==> src/rtl/mlp_feeder_if.sv <==
// Handshake and PE-facing bundle for one mlp_feeder lane.
// A beat transfers on a rising edge where valid and ready are both high; ready never depends on valid.
interface mlp_feeder_if #(
   parameter int N = 8
);
   logic         start;
   logic [N-1:0] in_data;
   logic         in_valid;
   logic         in_ready;
   logic [N-1:0] w_data;
   logic         w_valid;
   logic         w_ready;
   logic [N-1:0] weight_out;
   logic [N-1:0] iact_out;
   logic         pe_valid;
   logic         pe_last;
   logic         busy;
   logic         done;
   logic [1:0]   state;

   modport master (
      output start, in_data, in_valid, w_data, w_valid,
      input  in_ready, w_ready, weight_out, iact_out, pe_valid, pe_last, busy, done, state
   );

   modport slave (
      input  start, in_data, in_valid, w_data, w_valid,
      output in_ready, w_ready, weight_out, iact_out, pe_valid, pe_last, busy, done, state
   );
endinterface

==> src/rtl/mlp_feeder.sv <==
// Captures one activation vector, then replays it once per output neuron against
// the incoming weight stream, flagging the final beat of each neuron for the PE.
module mlp_feeder #(
   parameter int N       = 8,
   parameter int DEPTH   = 16,
   parameter int NEURONS = 4
) (
   input  logic        clk,
   input  logic        rst,
   mlp_feeder_if.slave bus
);
   localparam int KW = $clog2(DEPTH);
   localparam int NW = (NEURONS > 1) ? $clog2(NEURONS) : 1;
   localparam logic [KW-1:0] K_LAST = KW'(DEPTH - 1);
   localparam logic [NW-1:0] N_LAST = NW'(NEURONS - 1);

   localparam logic [1:0] S_IDLE   = 2'd0;
   localparam logic [1:0] S_LOAD   = 2'd1;
   localparam logic [1:0] S_STREAM = 2'd2;
   localparam logic [1:0] S_DONE   = 2'd3;

   logic [1:0]    state_q, state_d;
   logic [KW-1:0] load_cnt_q, load_cnt_d;
   logic [KW-1:0] k_cnt_q, k_cnt_d;
   logic [NW-1:0] n_cnt_q, n_cnt_d;
   logic [N-1:0]  weight_q, weight_d;
   logic [N-1:0]  iact_q, iact_d;
   logic          pe_valid_q, pe_valid_d;
   logic          pe_last_q, pe_last_d;
   logic [N-1:0]  act_buf_q [DEPTH];

   logic in_acc;
   logic w_acc;

   // Ready is a pure state decode, so accepts never form a loop through the sources.
   assign in_acc = bus.in_valid && (state_q == S_LOAD);
   assign w_acc  = bus.w_valid  && (state_q == S_STREAM);

   always_comb begin
      state_d    = state_q;
      load_cnt_d = load_cnt_q;
      k_cnt_d    = k_cnt_q;
      n_cnt_d    = n_cnt_q;
      weight_d   = weight_q;
      iact_d     = iact_q;
      pe_valid_d = 1'b0;
      pe_last_d  = 1'b0;
      case (state_q)
         S_IDLE: begin
            if (bus.start) begin
               load_cnt_d = '0;
               k_cnt_d    = '0;
               n_cnt_d    = '0;
               state_d    = S_LOAD;
            end
         end
         S_LOAD: begin
            if (in_acc) begin
               if (load_cnt_q == K_LAST) begin
                  load_cnt_d = '0;
                  state_d    = S_STREAM;
               end else begin
                  load_cnt_d = load_cnt_q + 1'b1;
               end
            end
         end
         S_STREAM: begin
            if (w_acc) begin
               weight_d   = bus.w_data;
               iact_d     = act_buf_q[k_cnt_q];
               pe_valid_d = 1'b1;
               pe_last_d  = (k_cnt_q == K_LAST);
               if (k_cnt_q == K_LAST) begin
                  k_cnt_d = '0;
                  if (n_cnt_q == N_LAST) begin
                     n_cnt_d = '0;
                     state_d = S_DONE;
                  end else begin
                     n_cnt_d = n_cnt_q + 1'b1;
                  end
               end else begin
                  k_cnt_d = k_cnt_q + 1'b1;
               end
            end
         end
         S_DONE:  state_d = S_IDLE;
         default: state_d = S_IDLE;
      endcase
   end

   always_ff @(posedge clk or negedge rst) begin
      if (!rst) begin
         state_q    <= S_IDLE;
         load_cnt_q <= '0;
         k_cnt_q    <= '0;
         n_cnt_q    <= '0;
         weight_q   <= '0;
         iact_q     <= '0;
         pe_valid_q <= 1'b0;
         pe_last_q  <= 1'b0;
      end else begin
         state_q    <= state_d;
         load_cnt_q <= load_cnt_d;
         k_cnt_q    <= k_cnt_d;
         n_cnt_q    <= n_cnt_d;
         weight_q   <= weight_d;
         iact_q     <= iact_d;
         pe_valid_q <= pe_valid_d;
         pe_last_q  <= pe_last_d;
      end
   end

   always_ff @(posedge clk or negedge rst) begin
      if (!rst) begin
         for (int i = 0; i < DEPTH; i++) act_buf_q[i] <= '0;
      end else if (in_acc) begin
         act_buf_q[load_cnt_q] <= bus.in_data;
      end
   end

   assign bus.in_ready   = (state_q == S_LOAD);
   assign bus.w_ready    = (state_q == S_STREAM);
   assign bus.weight_out = weight_q;
   assign bus.iact_out   = iact_q;
   assign bus.pe_valid   = pe_valid_q;
   assign bus.pe_last    = pe_last_q;
   assign bus.busy       = (state_q != S_IDLE);
   assign bus.done       = (state_q == S_DONE);
   assign bus.state      = state_q;
endmodule

==> src/flat_wrapper.sv <==
// flat-port wrapper written by rule: the top's interface ports become plain ports
module mlp_feeder_flat 
#(
   parameter int N       = 8,
   parameter int DEPTH   = 16,
   parameter int NEURONS = 4
)
  (clk, rst, bus_start, bus_in_data, bus_in_valid, bus_w_data, bus_w_valid, bus_in_ready, bus_w_ready, bus_weight_out, bus_iact_out, bus_pe_valid, bus_pe_last, bus_busy, bus_done, bus_state);
  mlp_feeder_if #(.N(N)) bus_i ();
  input  logic clk;
  input  logic rst;
  input wire logic [$bits(bus_i.start)-1:0] bus_start;
  input wire logic [$bits(bus_i.in_data)-1:0] bus_in_data;
  input wire logic [$bits(bus_i.in_valid)-1:0] bus_in_valid;
  input wire logic [$bits(bus_i.w_data)-1:0] bus_w_data;
  input wire logic [$bits(bus_i.w_valid)-1:0] bus_w_valid;
  output wire logic [$bits(bus_i.in_ready)-1:0] bus_in_ready;
  output wire logic [$bits(bus_i.w_ready)-1:0] bus_w_ready;
  output wire logic [$bits(bus_i.weight_out)-1:0] bus_weight_out;
  output wire logic [$bits(bus_i.iact_out)-1:0] bus_iact_out;
  output wire logic [$bits(bus_i.pe_valid)-1:0] bus_pe_valid;
  output wire logic [$bits(bus_i.pe_last)-1:0] bus_pe_last;
  output wire logic [$bits(bus_i.busy)-1:0] bus_busy;
  output wire logic [$bits(bus_i.done)-1:0] bus_done;
  output wire logic [$bits(bus_i.state)-1:0] bus_state;
  assign bus_i.start = bus_start;
  assign bus_i.in_data = bus_in_data;
  assign bus_i.in_valid = bus_in_valid;
  assign bus_i.w_data = bus_w_data;
  assign bus_i.w_valid = bus_w_valid;
  assign bus_in_ready = bus_i.in_ready;
  assign bus_w_ready = bus_i.w_ready;
  assign bus_weight_out = bus_i.weight_out;
  assign bus_iact_out = bus_i.iact_out;
  assign bus_pe_valid = bus_i.pe_valid;
  assign bus_pe_last = bus_i.pe_last;
  assign bus_busy = bus_i.busy;
  assign bus_done = bus_i.done;
  assign bus_state = bus_i.state;
  mlp_feeder #(.N(N), .DEPTH(DEPTH), .NEURONS(NEURONS)) u_core (.clk(clk), .rst(rst), .bus(bus_i));
endmodule
==> config.mk <==
export PLATFORM = sky130hd
export DESIGN_NAME = mlp_feeder_flat
export DESIGN_NICKNAME = d
export VERILOG_FILES = /design/src/rtl/mlp_feeder_if.sv /design/src/rtl/mlp_feeder.sv /design/src/flat_wrapper.sv
export SDC_FILE = /design/constraint.sdc
export NUM_CORES = 1
export LEC_CHECK = 0
export BUFFER_PORTS_ARGS = -buffer_cell sky130_fd_sc_hd__buf_2
export CAP_MARGIN = 20
export CORE_AREA = 10 10 164 128
export CTS_CLUSTER_SIZE = 25
export DETAILED_ROUTE_END_ITERATION = 6
export DIE_AREA = 0 0 174 138
export SYNTH_ARGS = -nofsm -noshare
export SYNTH_HDL_FRONTEND = slang
export SYNTH_SLANG_ARGS = --single-unit
==> constraint.sdc <==
create_clock -name clk -period 4.9 [get_ports clk]
set_clock_uncertainty 0.1 [all_clocks]
set_input_delay 0.245 -clock clk [delete_from_list [all_inputs] [get_ports clk]]
set_output_delay 0.245 -clock clk [all_outputs]
set_load 0.05 [all_outputs]
# == Yosys cells after proc, flatten, opt, wreduce, memory -nomap -nowiden ==
# Cells that the tools add are included.
# op_classes
magnitude_cmp,3
add_sub_neg,3
eq_ne,12
n_bitwise,2
n_mux,29
reduce_logical,12
# ops
operator,count
$bwmux 128,1
$bmux 8 s4,1
$demux 8 s4,1
$mux 8,3
$mux 2,10
$mux 4,5
$pmux 4 s2,2
$ge 5x5->1 const B,2
$ne 2x1->1 const B,5
$not 4->5,2
$add 4x1->4 const B,2
$eq 4x4->1 const B,2
$pmux 2 s4,1
$eq 2x2->1 const B,3
$reduce_and 3->1,2
$reduce_and 6->1,1
$reduce_bool 2->1,3
$lt 5x1->1 const B,1
$mux 1,4
$pmux 2 s2,1
$reduce_and 4->1,1
$logic_and 1x1->1,3
$add 2x1->2 const B,1
$eq 2x1->1 const B,1
3 further kinds,3
# word_totals
out_inout_bits,24
reg_bits,158
inputBits,21

# == Longest topological paths before layout ==
# Gate-level depths: netlist (run 1).
# logic_depth
ltp_word,6
mapped_depth,7
mapped_depth_nobuf,6

# == Worst setup path before layout (run 1) ==
# No wires, ideal clock.
# synth_path
kind,reg-to-reg
startpoint,"register u_core.state_q[1], in the netlist u_core.bus.state[1]"
endpoint,register u_core.act_buf_q[64] in the netlist's numbering
arrival_ns,2.308
path_slack_ns,2.368
required_time_ns,4.675
path_stages_with_launch,7
n_path_buf,1
setup_ns,0.125
path_cell_list,dfrtp_1 -> inv_1 -> ha_1 -> buf_4 -> nand3_4 -> nor2_2 -> mux2_2
# synth_between
elab_chain_cells,2
# synth_lines
item,line_no,text
from (decl),mlp_feeder.sv:22,"logic [1:0] state_q, state_d;"
from (signal assigned),mlp_feeder.sv:102,state_q <= state_d;
$eq 2x1->1,n/a,
net bus_in_ready,flat_wrapper.sv:17,output wire logic [$bits(bus_i.in_ready)-1:0] bus_in_ready;
$logic_and 1x1->1,mlp_feeder.sv:36,assign in_acc = bus.in_valid && (state_q == S_LOAD);
"to (signal, indexed assignment)",mlp_feeder.sv:117,act_buf_q[load_cnt_q] <= bus.in_data;
to (decl),mlp_feeder.sv:30,logic [N-1:0] act_buf_q [DEPTH];
# The timed path passes the listed nets, and every way through them passes these cells.
# A chain may end at the register's enable or synchronous reset.

# == Worst setup path after layout (run 1) ==
# layout_path
startpoint,"register u_core.state_q[0], in the netlist u_core.bus.state[0]"
endpoint,"register u_core.weight_q[2], in the netlist u_core.bus.weight_out[2]"
# layout_between
elab_chain_cells,3
# layout_lines
item,line_no,text
$eq 2x2->1 *,"mlp_feeder.sv:37, mlp_feeder.sv:48",
$logic_and 1x1->1,mlp_feeder.sv:37,assign w_acc = bus.w_valid && (state_q == S_STREAM);
$reduce_and 2->1 (no line) *,n/a,
to (signal assigned),mlp_feeder.sv:106,weight_q <= weight_d;
to (decl),mlp_feeder.sv:26,"logic [N-1:0] weight_q, weight_d;"
# Mark *: on every way between the ends. The rest lies on a longest branch, timed or not.

==> results of run 1 <==
[logic make-up (layout without fill, tap and decap cells)]
logic type	count (synthesis)	in the layout	synth area share [%]
buf+inv	44	98	2.853
fa+ha+maj	11	11	1.846
mux	203	203	29.55
compound gates	54	54	4.766
flops	158	158	53.03
simple gates	106	106	7.954
[layer usage]
layer / vias up / global-route usage (%) / routed length, um
met1: 2475 / 19.62 / 8378
met3: 12 / 4.163 / 671
li1: 2153 / - / -
met4: 0 / 3.188 / 156
met2: 71 / 22.22 / 7946
met5: - / 0 / 0
[synthesized netlist by cell type, types with 4 or more instances]
master	n	area, um^2
dfrtp_1	158	3954
mux2_2	137	1543
mux2i_1	66	660.6
nand2_1	33	123.9
nand3_1	33	165.2
buf_2	18	90.09
a21oi_1	16	80.08
a22oi_1	16	120.1
ha_1	11	137.6
nand2b_1	11	68.82
clkbuf_1	10	37.54
o21ai_0	10	50.05
inv_1	8	30.03
nor2_2	7	43.79
a22o_1	6	52.55
buf_4	6	45.04
nor2_4	5	56.30
nor2_1	4	15.01
[metrics by stage]
step	hold slack, ps	util, %	power, mW	setup slack, ps
6_report	94.82	47.86	5.105	2349
5_1_grt	97.21	47.86	5.393	2141
4_1_cts	119.8	47.71	5.149	2276
3_5_place_dp	361.2	43.66	3.691	2295
3_3_place_gp	349.1	43.66	3.632	2390
2_1_floorplan	-150.6	-	3.258	2368
[flip-flops by register name, summed over array words and instances (netlist names)]
| name | flops |
|---|---|
| u_core.bus.pe_last | 1 |
| u_core.bus.weight_out | 8 |
| u_core.bus.iact_out | 8 |
| u_core.act_buf_q | 128 |
| u_core.n_cnt_q | 2 |
| u_core.bus.pe_valid | 1 |
| u_core.k_cnt_q | 4 |
| u_core.load_cnt_q | 4 |
| u_core.bus.state | 2 |
[cells in the final DEF (no fill, tap or decap), types with 5 or more instances in the layout]
cell,n
dfrtp_1,157
mux2_2,137
mux2i_1,66
buf_2,43
nand2_1,33
nand3_1,33
clkbuf_16,17
a22oi_1,16
a21oi_1,16
nand2b_1,11
ha_1,11
o21ai_0,10
dlygate4sd3_1,9
inv_1,8
nor2_2,7
a22o_1,6
nor2_4,5
[cell type report]
class	instances	area (um^2)	area share, %
clock inverter	12	181.4	2.109
multi-input combinational	374	3292	38.27
timing repair buffer	58	374.1	4.350
tap	247	309.0	3.593
inverter	8	30.03	0.3491
clock buffer	20	456.7	5.310
sequential	158	3958	46.01
[report_power, final]
group          switching (mW)  total, mW  internal [mW]  leakage [nW]
combinational           0.978       1.65          0.670          1.49
clock                   0.549       1.43          0.885         0.305
sequential              0.277       2.02           1.75          2.08
total                    1.80       5.11           3.30          3.87
[timing repair]
| action | 4_1_cts | 5_1_grt |
|---|---|---|
| endpoints found under the hold margin | 119 | 0 |
| hold buffers | 9 | 0 |
| gates resized for setup | 0 | 0 |
| buffers inserted | 0 | 0 |
[worst max-delay path by stage]
stage | start | to | cells after the start
after floorplan | u_core.bus.state[1] | u_core.act_buf_q[64] | 6
after global placement | u_core.bus.state[0] | u_core.bus.weight_out[5] | 4
after detailed placement | u_core.bus.state[0] | u_core.bus.weight_out[2] | 4
after CTS | u_core.bus.state[0] | u_core.bus.weight_out[2] | 4
after global routing | u_core.bus.state[0] | u_core.bus.weight_out[1] | 4
final | u_core.bus.state[0] | u_core.bus.weight_out[2] | 4
==> key figures, run 1 <==
Routing
  • Via count: 4,711
  • Drt pass-1 iters: 4
  • DRT antenna net count: 0
  • Number of DRC markers in iteration 0: 274
  • # DRC: 0
  • Vias per inst: 5.372
  • Final WL: 17.15 mm
  • WL/cell: 19.56 um

Finish
  • Nets@finish: 649
  • Final Non-Filler Cells: 877
  • Antenna fix cells: 0
  • Area added between synthesis and finish: 15.35%
  • Post-route cell area: 8601 um^2
  • Fillers: 1,628
  • Layout cells sized above 1: 37.78%

Yosys
  • Yosys warning total: 0
  • Asr flop ratio synth: 100.0%
  • Post-Synthesis Cell Area: 7456 um^2
  • Syn_area_per_cell: 12.94 um^2
  • Synthesized Nets: 608
  • Cells after Synth: 576
  • Sequential element share of the synthesized area: 53.03%
  • Number of synthesized flops with an enable pin: 0
  • FF+latch count, synth: 158
  • Synth unique cells: 31
  • Synth Flop Type: dfrtp_1

Die
  • Placement row count: 43
  • Die area: 24,010 um^2
  • Core Area: 17,970 um^2
  • Die height: 138 um
  • I/O pin count: 45
  • Initial core utilization: 41.49%
  • Die extent in x: 174 um

Timing
  • Min Tclk post-route: 2551 ps
  • Worst-Margin Slew: 987.0 ps
  • Sum Neg Setup Slack: 0 ps
  • Count of pins over their slew limit: 0
  • Slew HR: 34.04%
  • Max Fclk: 392.0 MHz
  • Final setup vio count: 0
  • Final period util: 52.06%
  • Unrepaired setup endpoints after global routing: false
  • Final Hold Fails: 0

Placement
  • HPWL Detailed: 11.25 mm
  • Dpl cells: 835
  • Final RePlAce weighted congestion: 0.7717
  • Placement Cell Area: 7845 um^2
  • Port Buf Inserts: 44

Status
  • Status: completed

Clocking
  • Clk sinks: 158
  • Max clock buf depth: 2
  • Root Driver: clkbuf_16
  • CTS H-tree lvls: 4
  • CTS Buf Count: 17
  • Clock latency at the later pin of the worst-skew pair: 430 ps
  • Clock transition at path regs: 70 ps
  • CTS tree: built

Worst setup path
  • Endpoint class of the critical path: flip-flop
  • CP delay by family, top: simple AND/OR/NAND/NOR gates
  • Critical path, cell by cell: inv_1, ha_1, nand2_1, mux2_2
  • Crit-path max FO: 18
  • Critical path's slowest cell: nand2_1
  • Slowest cell delay on critical path: 740 ps
  • Worst r2r src: u_core.bus.state[0]
  • CP startpoint kind: flip-flop
  • R2R depth: 4
  • Req. time, crit path: 5110 ps
  • Reg-to-Reg End: u_core.bus.weight_out[2]
  • Flop2flop setup slack: 2350 ps
  • Setup Crit Path Kind: flip-flop to flip-flop
  • WP data arrival: 2760 ps
  • CP bufs+invs: 1

Power and ir drop
  • Peak VDD IR: 276.5 uV
  • Pwr Density: 593.6 nW/um^2
  • Pleak: 3.873 nW

Global routing
  • First-pass GRT wire length: 27.70 mm
  • Antenna violations before repair: 0
  • Vias in the first global route: 4,894
  • Grt total ovfl: 0
  • Largest net degree at the start of global routing: 113
  • GRT Total Usage: 14.40%

Run
  • Max Cap Viol: 0

Hold path
  • HP Class: primary input to asynchronous set/reset pin
Note: power is estimated with default switching activity, not from simulation.
==> run 2, diff against run 1 <==
--- a/config.mk
+++ b/config.mk
@@ -5,12 +5,13 @@
 export SDC_FILE = /design/constraint.sdc
 export NUM_CORES = 1
 export LEC_CHECK = 0
+export ABC_AREA = 1
 export BUFFER_PORTS_ARGS = -buffer_cell sky130_fd_sc_hd__buf_2
 export CAP_MARGIN = 20
-export CORE_AREA = 10 10 164 128
+export CORE_AREA = 10 10 165 128
 export CTS_CLUSTER_SIZE = 25
 export DETAILED_ROUTE_END_ITERATION = 6
-export DIE_AREA = 0 0 174 138
+export DIE_AREA = 0 0 175 138
 export SYNTH_ARGS = -nofsm -noshare
 export SYNTH_HDL_FRONTEND = slang
 export SYNTH_SLANG_ARGS = --single-unit
==> constraint.sdc (replaced) <==
create_clock -name clk -period 2.6 [get_ports clk]
set_clock_uncertainty 0.1 [all_clocks]
set_input_delay 0.13 -clock clk [delete_from_list [all_inputs] [get_ports clk]]
set_output_delay 0.13 -clock clk [all_outputs]
set_load 0.05 [all_outputs]
==> key figures, run 2 <==
Yosys
  • Post-Synthesis Cell Area: 7576 um^2 (+1.6%)
  • Number of synthesized flops with an enable pin: 0 (unchanged)
  • Cells after Synth: 895 (+55%)
  • Synth unique cells: 25 (-19%)
  • Synth top area cells: dfrtp_1, nand2_1, nand3_1
  • FF+latch count, synth: 158 (unchanged)
  • Synthesized Nets: 927 (+52%)
  • Count leader, synth: nand2_1
  • Synth Flop Type: dfrtp_1
  • Post-synth top cells: nand2_1, dfrtp_1, nand3_1
  • Sequential element share of the synthesized area: 52.19% (-0.84 points)
  • Asr flop ratio synth: 100.0% (unchanged)
  • Cell accounting for the most synthesized area: dfrtp_1
  • Syn_area_per_cell: 8.465 um^2 (-35%)
  • Yosys warning total: 0 (unchanged)
  • Top cell type's share of synthesized area: 52.19% (-0.84 points)

Finish
  • Most frequent cells in the layout: nand2_1, dfrtp_1, nand3_1
  • Antenna fix cells: 0 (unchanged)
  • Nets@finish: 962 (+48%)
  • Largest Register: u_core.act_buf_q
  • Number of flip-flops in the largest register: 128 (unchanged)
  • Multi-input logic area: 3149 um^2 (-4.3%)
  • Most common cell after layout, fill and taps aside: nand2_1
  • Layout cells sized above 1: 17.20% (-21 points)
  • Fillers: 1,787 (+9.8%)
  • Area added between synthesis and finish: 13.81%
  • Reg area: 3955 um^2 (about the same)

Clocking
  • CTS tree: built
  • Post-CTS sizing: 0 (unchanged)
  • CTS Buf Count: 17 (unchanged)
  • Root Driver: clkbuf_16
  • CTS H-tree lvls: 4 (unchanged)
  • Clock transition at path regs: 60 ps (about the same)
  • Clk sinks: 158 (unchanged)
  • Max clock buf depth: 2 (unchanged)
  • Clock latency at the later pin of the worst-skew pair: 420 ps (about the same)

Worst setup path
  • WP data arrival: 2180 ps (-580 ps)
  • Setup Crit Path Kind: flip-flop to flip-flop
  • Req. time, crit path: 2810 ps (-2300 ps)
  • CP startpoint kind: flip-flop
  • Flop2flop setup slack: 630 ps (-1720 ps)
  • Endpoint class of the critical path: flip-flop
  • Worst r2r src: u_core.bus.state[0]
  • Reg-to-Reg End: u_core.k_cnt_q[3]
  • R2R depth: 9 (+5)
  • Crit-path max FO: 8 (-10)

Power and ir drop
  • Pwr Density: 1018 nW/um^2 (+72%)
  • Total power: 8.778 mW (+72%)
  • Pleak: 4.067 nW (+5.0%)
  • Peak VDD IR: 637.5 uV (+130%)

Die
  • Placement row count: 43 (unchanged)
  • Die height: 138 um (unchanged)
  • Core Area: 18,080 um^2 (+0.60%)
  • Initial core utilization: 41.91% (+0.42 points)
  • Die area: 24,150 um^2 (+0.57%)
  • I/O pin count: 45 (unchanged)
  • Die extent in x: 175 um (+0.57%)

Placement
  • HPWL Detailed: 12.53 mm (+11%)
  • Final RePlAce weighted congestion: 0.8263 (+7.1%)
  • Port Buf Inserts: 44 (unchanged)

Routing
  • # DRC: 0 (unchanged)
  • Vias per inst: 5.039 (-6.2%)
  • Drt pass-1 iters: 5 (+1)
  • DRT antenna net count: 0 (unchanged)
  • WL/cell: 16.27 um (-17%)
  • Final WL: 19.34 mm (+13%)
  • Number of DRC markers in iteration 0: 563 (+110%)
  • Via count: 5,991 (+27%)

Timing
  • Sum Neg Setup Slack: 0 ps (unchanged)
  • Min Tclk post-route: 1973 ps (-578.4 ps)
  • Tightest hold margin: 106.2 ps (+11.38 ps)
  • Unrepaired setup endpoints after global routing: false
  • Final period util: 75.87% (+24 points)
  • Final setup vio count: 0 (unchanged)
  • Count of pins over their slew limit: 0 (unchanged)
  • Final Hold Fails: 0 (unchanged)
  • Worst-Margin Slew: 890.3 ps (-96.65 ps)
  • Max Fclk: 506.9 MHz (+29%)
  • Slew HR: 40.58% (+6.5 points)

Global routing
  • GR Layer Usage met1: 24.17% (+4.5 points)
  • GR peak layer: met1
  • GRT Total Usage: 16.39% (+2.0 points)
  • Grt total ovfl: 0 (unchanged)
  • Antenna violations before repair: 0 (unchanged)
  • Largest net degree at the start of global routing: 60 (-47%)
  • Vias in the first global route: 5,767 (+18%)
  • First-pass GRT wire length: 32.04 mm (+16%)
  • GRT met2 Usage: 22.73% (+0.51 points)
  • Met3 GRT Util: 4.599% (+0.44 points)

Run
  • Max Cap Viol: 0 (unchanged)

Hold path
  • Hold endpoint: u_core.act_buf_q[109]
  • Worst hold path stage count: 3
  • Hold_sp: bus_in_data[5]
  • HP Class: primary input to flip-flop

Status
  • Status: completed
==> run 2: cell count changes in the layout (fill, tap and decap cells not counted), moves of 18 or more <==
| cell | previous run | this run |
|---|---|---|
| nand3_1 | 33 | 102 |
| mux2_2 | 137 | 0 |
| o21ai_1 | 0 | 86 |
| mux2i_1 | 66 | 0 |
| nand2_2 | 0 | 18 |
| o21ai_2 | 0 | 44 |
| nand2_1 | 33 | 356 |
==> run 2: how the worst max path moves through the flow <==
stage,start,endpoint,slack (ps),cells past startpoint
2_1_floorplan,u_core.bus.state[1],u_core.act_buf_q[21],240,8
3_3_place_gp,u_core.bus.state[0],u_core.n_cnt_q[0],730,9
3_5_place_dp,u_core.bus.state[0],u_core.k_cnt_q[3],670,9
4_1_cts,u_core.bus.state[0],u_core.k_cnt_q[3],620,9
5_1_grt,u_core.bus.state[0],u_core.k_cnt_q[3],370,9
6_report,u_core.bus.state[0],u_core.k_cnt_q[3],630,9
==> run 2: timing repair <==
action                                 in CTS  in global routing
buffers inserted                            0                  0
hold buffers                               10                  0
endpoints found under the hold margin      64                  0
setup endpoints to repair                   0                  0
==> run 2: layout make-up <==
type / instances / share of cell area (%)
clock buffer: 20 / 5.181
timing repair buffer: 68 / 5.587
clock inverter: 11 / 1.930
inverter: 30 / 1.321
multi-input combinational: 655 / 36.53
tap: 247 / 3.584
sequential: 158 / 45.87
==> run 2: cells by family after synthesis <==
family                   Yosys count  share of synthesized area (%)
AND/OR/NAND/NOR                  495                          27.63
flip-flops                       158                          52.19
AO/OA/AOI/OAI                    148                          12.01
buffers and inverters             82                          6.243
adder cells (fa/ha/maj)           11                          1.817
XOR/XNOR                           1                         0.1156
==> run 2: stage by stage <==
step                std cells  area (um^2)  util [%]  setup WS [ps]
CTS                      1189         8622     47.70          624.8
global placement         1148         7909     43.75          732.6
global route             1189         8622     47.70          369.5
detailed placement       1148         7909     43.75          665.8
finish                   1189         8622     47.70          627.4
floorplan                 895         7576         -          240.9
==> run 2: worst max-delay path, cell delays in order, from the launching register on <==
cell,delay (ps)
dfrtp_1,430
inv_1,130
ha_1,350
inv_1,120
nand2_1,80
nand2_1,50
nor2_2,210
nand4_1,130
o21ai_0,190
nor2_1,60
==> run 2: power breakdown <==
part / switching (mW) / total [mW] / leakage (nW) / internal [mW]
clock: 0.998 / 2.62 / 0.292 / 1.62
combinational: 2.19 / 3.04 / 1.62 / 0.852
sequential: 0.243 / 3.12 / 2.16 / 2.87
==> run 2: per-layer routing <==
layer / routed length, um / share of wire [%]
met1: 10050 / 52
met2: 7949 / 41
met3: 1047 / 5.4
met4: 299 / 1.5
met5: 0 / 0
==> run 3, diff against run 2 <==
==> constraint.sdc (replaced) <==
create_clock -name clk -period 1.7 [get_ports clk]
set_clock_uncertainty 0.1 [all_clocks]
set_input_delay 0.085 -clock clk [delete_from_list [all_inputs] [get_ports clk]]
set_output_delay 0.085 -clock clk [all_outputs]
set_load 0.05 [all_outputs]
==> key figures, run 3 (synthesis gave the netlist of run 2 again) <==
Clocking
  • Clk sinks: 158 (unchanged)
  • Clock transition at path regs: 60 ps (about the same)
  • Root Driver: clkbuf_16
  • Clock latency at the later pin of the worst-skew pair: 420 ps (about the same)
  • CTS H-tree lvls: 4 (unchanged)
  • CTS Buf Count: 17 (unchanged)
  • Max clock buf depth: 2 (unchanged)
  • CTS tree: built

Routing
  • WL/cell: 16.26 um (about the same)
  • Final WL: 19.81 mm (+2.4%)
  • Via count: 6,131 (+2.3%)
  • DRT antenna net count: 0 (unchanged)
  • # DRC: 0 (unchanged)
  • Number of DRC markers in iteration 0: 630 (+12%)
  • Vias per inst: 5.034 (about the same)
  • Drt pass-1 iters: 5 (unchanged)

Timing
  • Final setup vio count: 0 (unchanged)
  • Slew HR: 71.43% (+31 points)
  • Setup slack after layout: 29.61 ps (-597.8 ps)
  • Final period util: 98.26% (+22 points)
  • Final Hold Fails: 0 (unchanged)
  • Worst-Margin Slew: 427.9 ps (-462.4 ps)
  • Max Fclk: 598.7 MHz (+18%)
  • Count of pins over their slew limit: 0 (unchanged)
  • Min Tclk post-route: 1670 ps (-302.2 ps)
  • Unrepaired setup endpoints after global routing: true

Die
  • Die area: 24,150 um^2 (unchanged)
  • Initial core utilization: 41.91% (unchanged)
  • Core Area: 18,080 um^2 (unchanged)
  • Placement row count: 43 (unchanged)
  • Die height: 138 um (unchanged)
  • I/O pin count: 45 (unchanged)
  • Die extent in x: 175 um (unchanged)

Worst setup path
  • Reg-to-Reg End: u_core.bus.iact_out[3]
  • Endpoint class of the critical path: flip-flop
  • Crit-path max FO: 26 (+18)
  • Setup Crit Path Kind: flip-flop to flip-flop
  • Worst r2r src: u_core.k_cnt_q[1]
  • CP startpoint kind: flip-flop
  • Flop2flop setup slack: 30 ps (-600 ps)
  • R2R depth: 9 (unchanged)
  • Req. time, crit path: 1920 ps (-890 ps)
  • WP data arrival: 1890 ps (-290 ps)

Placement
  • HPWL Detailed: 12.93 mm (+3.2%)
  • Port Buf Inserts: 44 (unchanged)
  • Dpl ws: 33.59 ps (-632.2 ps)
  • Final RePlAce weighted congestion: 0.8659 (+4.8%)

Finish
  • Largest Register: u_core.act_buf_q
  • Area added between synthesis and finish: 20.83%
  • Layout cells sized above 1: 22.14% (+4.9 points)
  • Antenna fix cells: 0 (unchanged)
  • Most common cell after layout, fill and taps aside: nand2_1
  • Core Util, Final: 50.64% (+2.9 points)
  • Number of flip-flops in the largest register: 128 (unchanged)
  • Most frequent cells in the layout: nand2_1, dfrtp_1, nand3_1
  • Fillers: 1,721 (-3.7%)
  • Nets@finish: 991 (+3.0%)

Power and ir drop
  • Pwr Density: 1547 nW/um^2 (+52%)
  • Pleak: 4.386 nW (+7.8%)
  • Peak VDD IR: 949.1 uV (+49%)
  • Total power: 14.17 mW (+61%)

Global routing
  • First-pass GRT wire length: 32.19 mm (+0.47%)
  • Grt total ovfl: 0 (unchanged)
  • Antenna violations before repair: 0 (unchanged)
  • Largest net degree at the start of global routing: 53 (-12%)
  • Vias in the first global route: 5,860 (+1.6%)
  • GRT Total Usage: 16.49% (+0.10 points)

Run
  • Max Cap Viol: 0 (unchanged)

Hold path
  • HP Class: primary input to asynchronous set/reset pin

Status
  • Status: completed
==> run 3: changes by cell type in the layout (fill, tap and decap cells not counted), moves of 3 or more <==
cell,before,now
nand2_2,18,12
ha_1,11,7
ha_4,0,3
dfrtp_1,157,154
inv_1,25,20
nand2_4,1,13
nand2_8,0,5
buf_12,4,8
inv_4,0,4
dfrtp_2,1,4
buf_4,10,32
nand2_1,356,345
==> run 3: what timing repair did <==
action,4_1_cts,5_1_grt
pin swaps,0,5
endpoints found under the setup margin,1,104
resized for setup,2,13
hold endpoints to repair,168,0
hold buffers,11,0
setup buffers,0,9
gates cloned,0,1
==> run 3: per-layer routing <==
metal	global-route usage, %	up-vias	share of wire [%]
met5	0	-	0
met4	5.031	0	1.5
met3	3.483	21	4.9
met2	24.08	158	43
met1	23.88	2905	51
li1	-	3047	-
==> run 3: critical path, stage by stage (launching register included) <==
cell and delay [ps]:
dfrtp_2 460, inv_1 130, buf_12 190, nand3_1 100
nand3_1 160, nand2_1 130, nand2_1 80, nand2_1 70
nand2_1 70, nand2_1 50
==> run 3: report_power, final <==
part,switching (mW),internal (mW)
Sequential,0.406,4.40
Combinational,3.64,1.75
Clock,1.52,2.45
Total,5.57,8.60
==> run 3: metrics by stage <==
step,hold slack [ps],TNS (ps),instance area (um^2),instances
after floorplan,-310.6,-17210,7775,895
after detailed placement,-109.5,0,8269,1166
after global placement,-106.9,0,8269,1166
after global routing,26.48,-510.0,9154,1218
after CTS,14.10,0,8990,1208
final,17.40,0,9154,1218
==> run 3: final cells by class <==
cell class              count  area (um^2)  area share, %
repair buffers             97        783.3          8.557
multi-input cells         655         3366          36.77
flip-flops and latches    158         3959          43.25
clock buffers              21        440.4          4.811
clock inverters            10        163.9          1.791
well taps                 247        309.0          3.376
inverters                  30        132.6          1.449
==> run 3: worst max-delay path by stage <==
stage          cells after the start  slack, ps                      to                start
6_report                           9         30  u_core.bus.iact_out[3]    u_core.k_cnt_q[1]
5_1_grt                            9        -80  u_core.bus.iact_out[1]    u_core.k_cnt_q[1]
4_1_cts                            4         10             bus_w_ready  u_core.bus.state[1]
3_5_place_dp                       7         30       u_core.n_cnt_q[0]    u_core.k_cnt_q[1]
3_3_place_gp                       7         40     u_core.bus.state[1]    u_core.k_cnt_q[1]
2_1_floorplan                      9       -210       u_core.k_cnt_q[3]  u_core.bus.state[0]
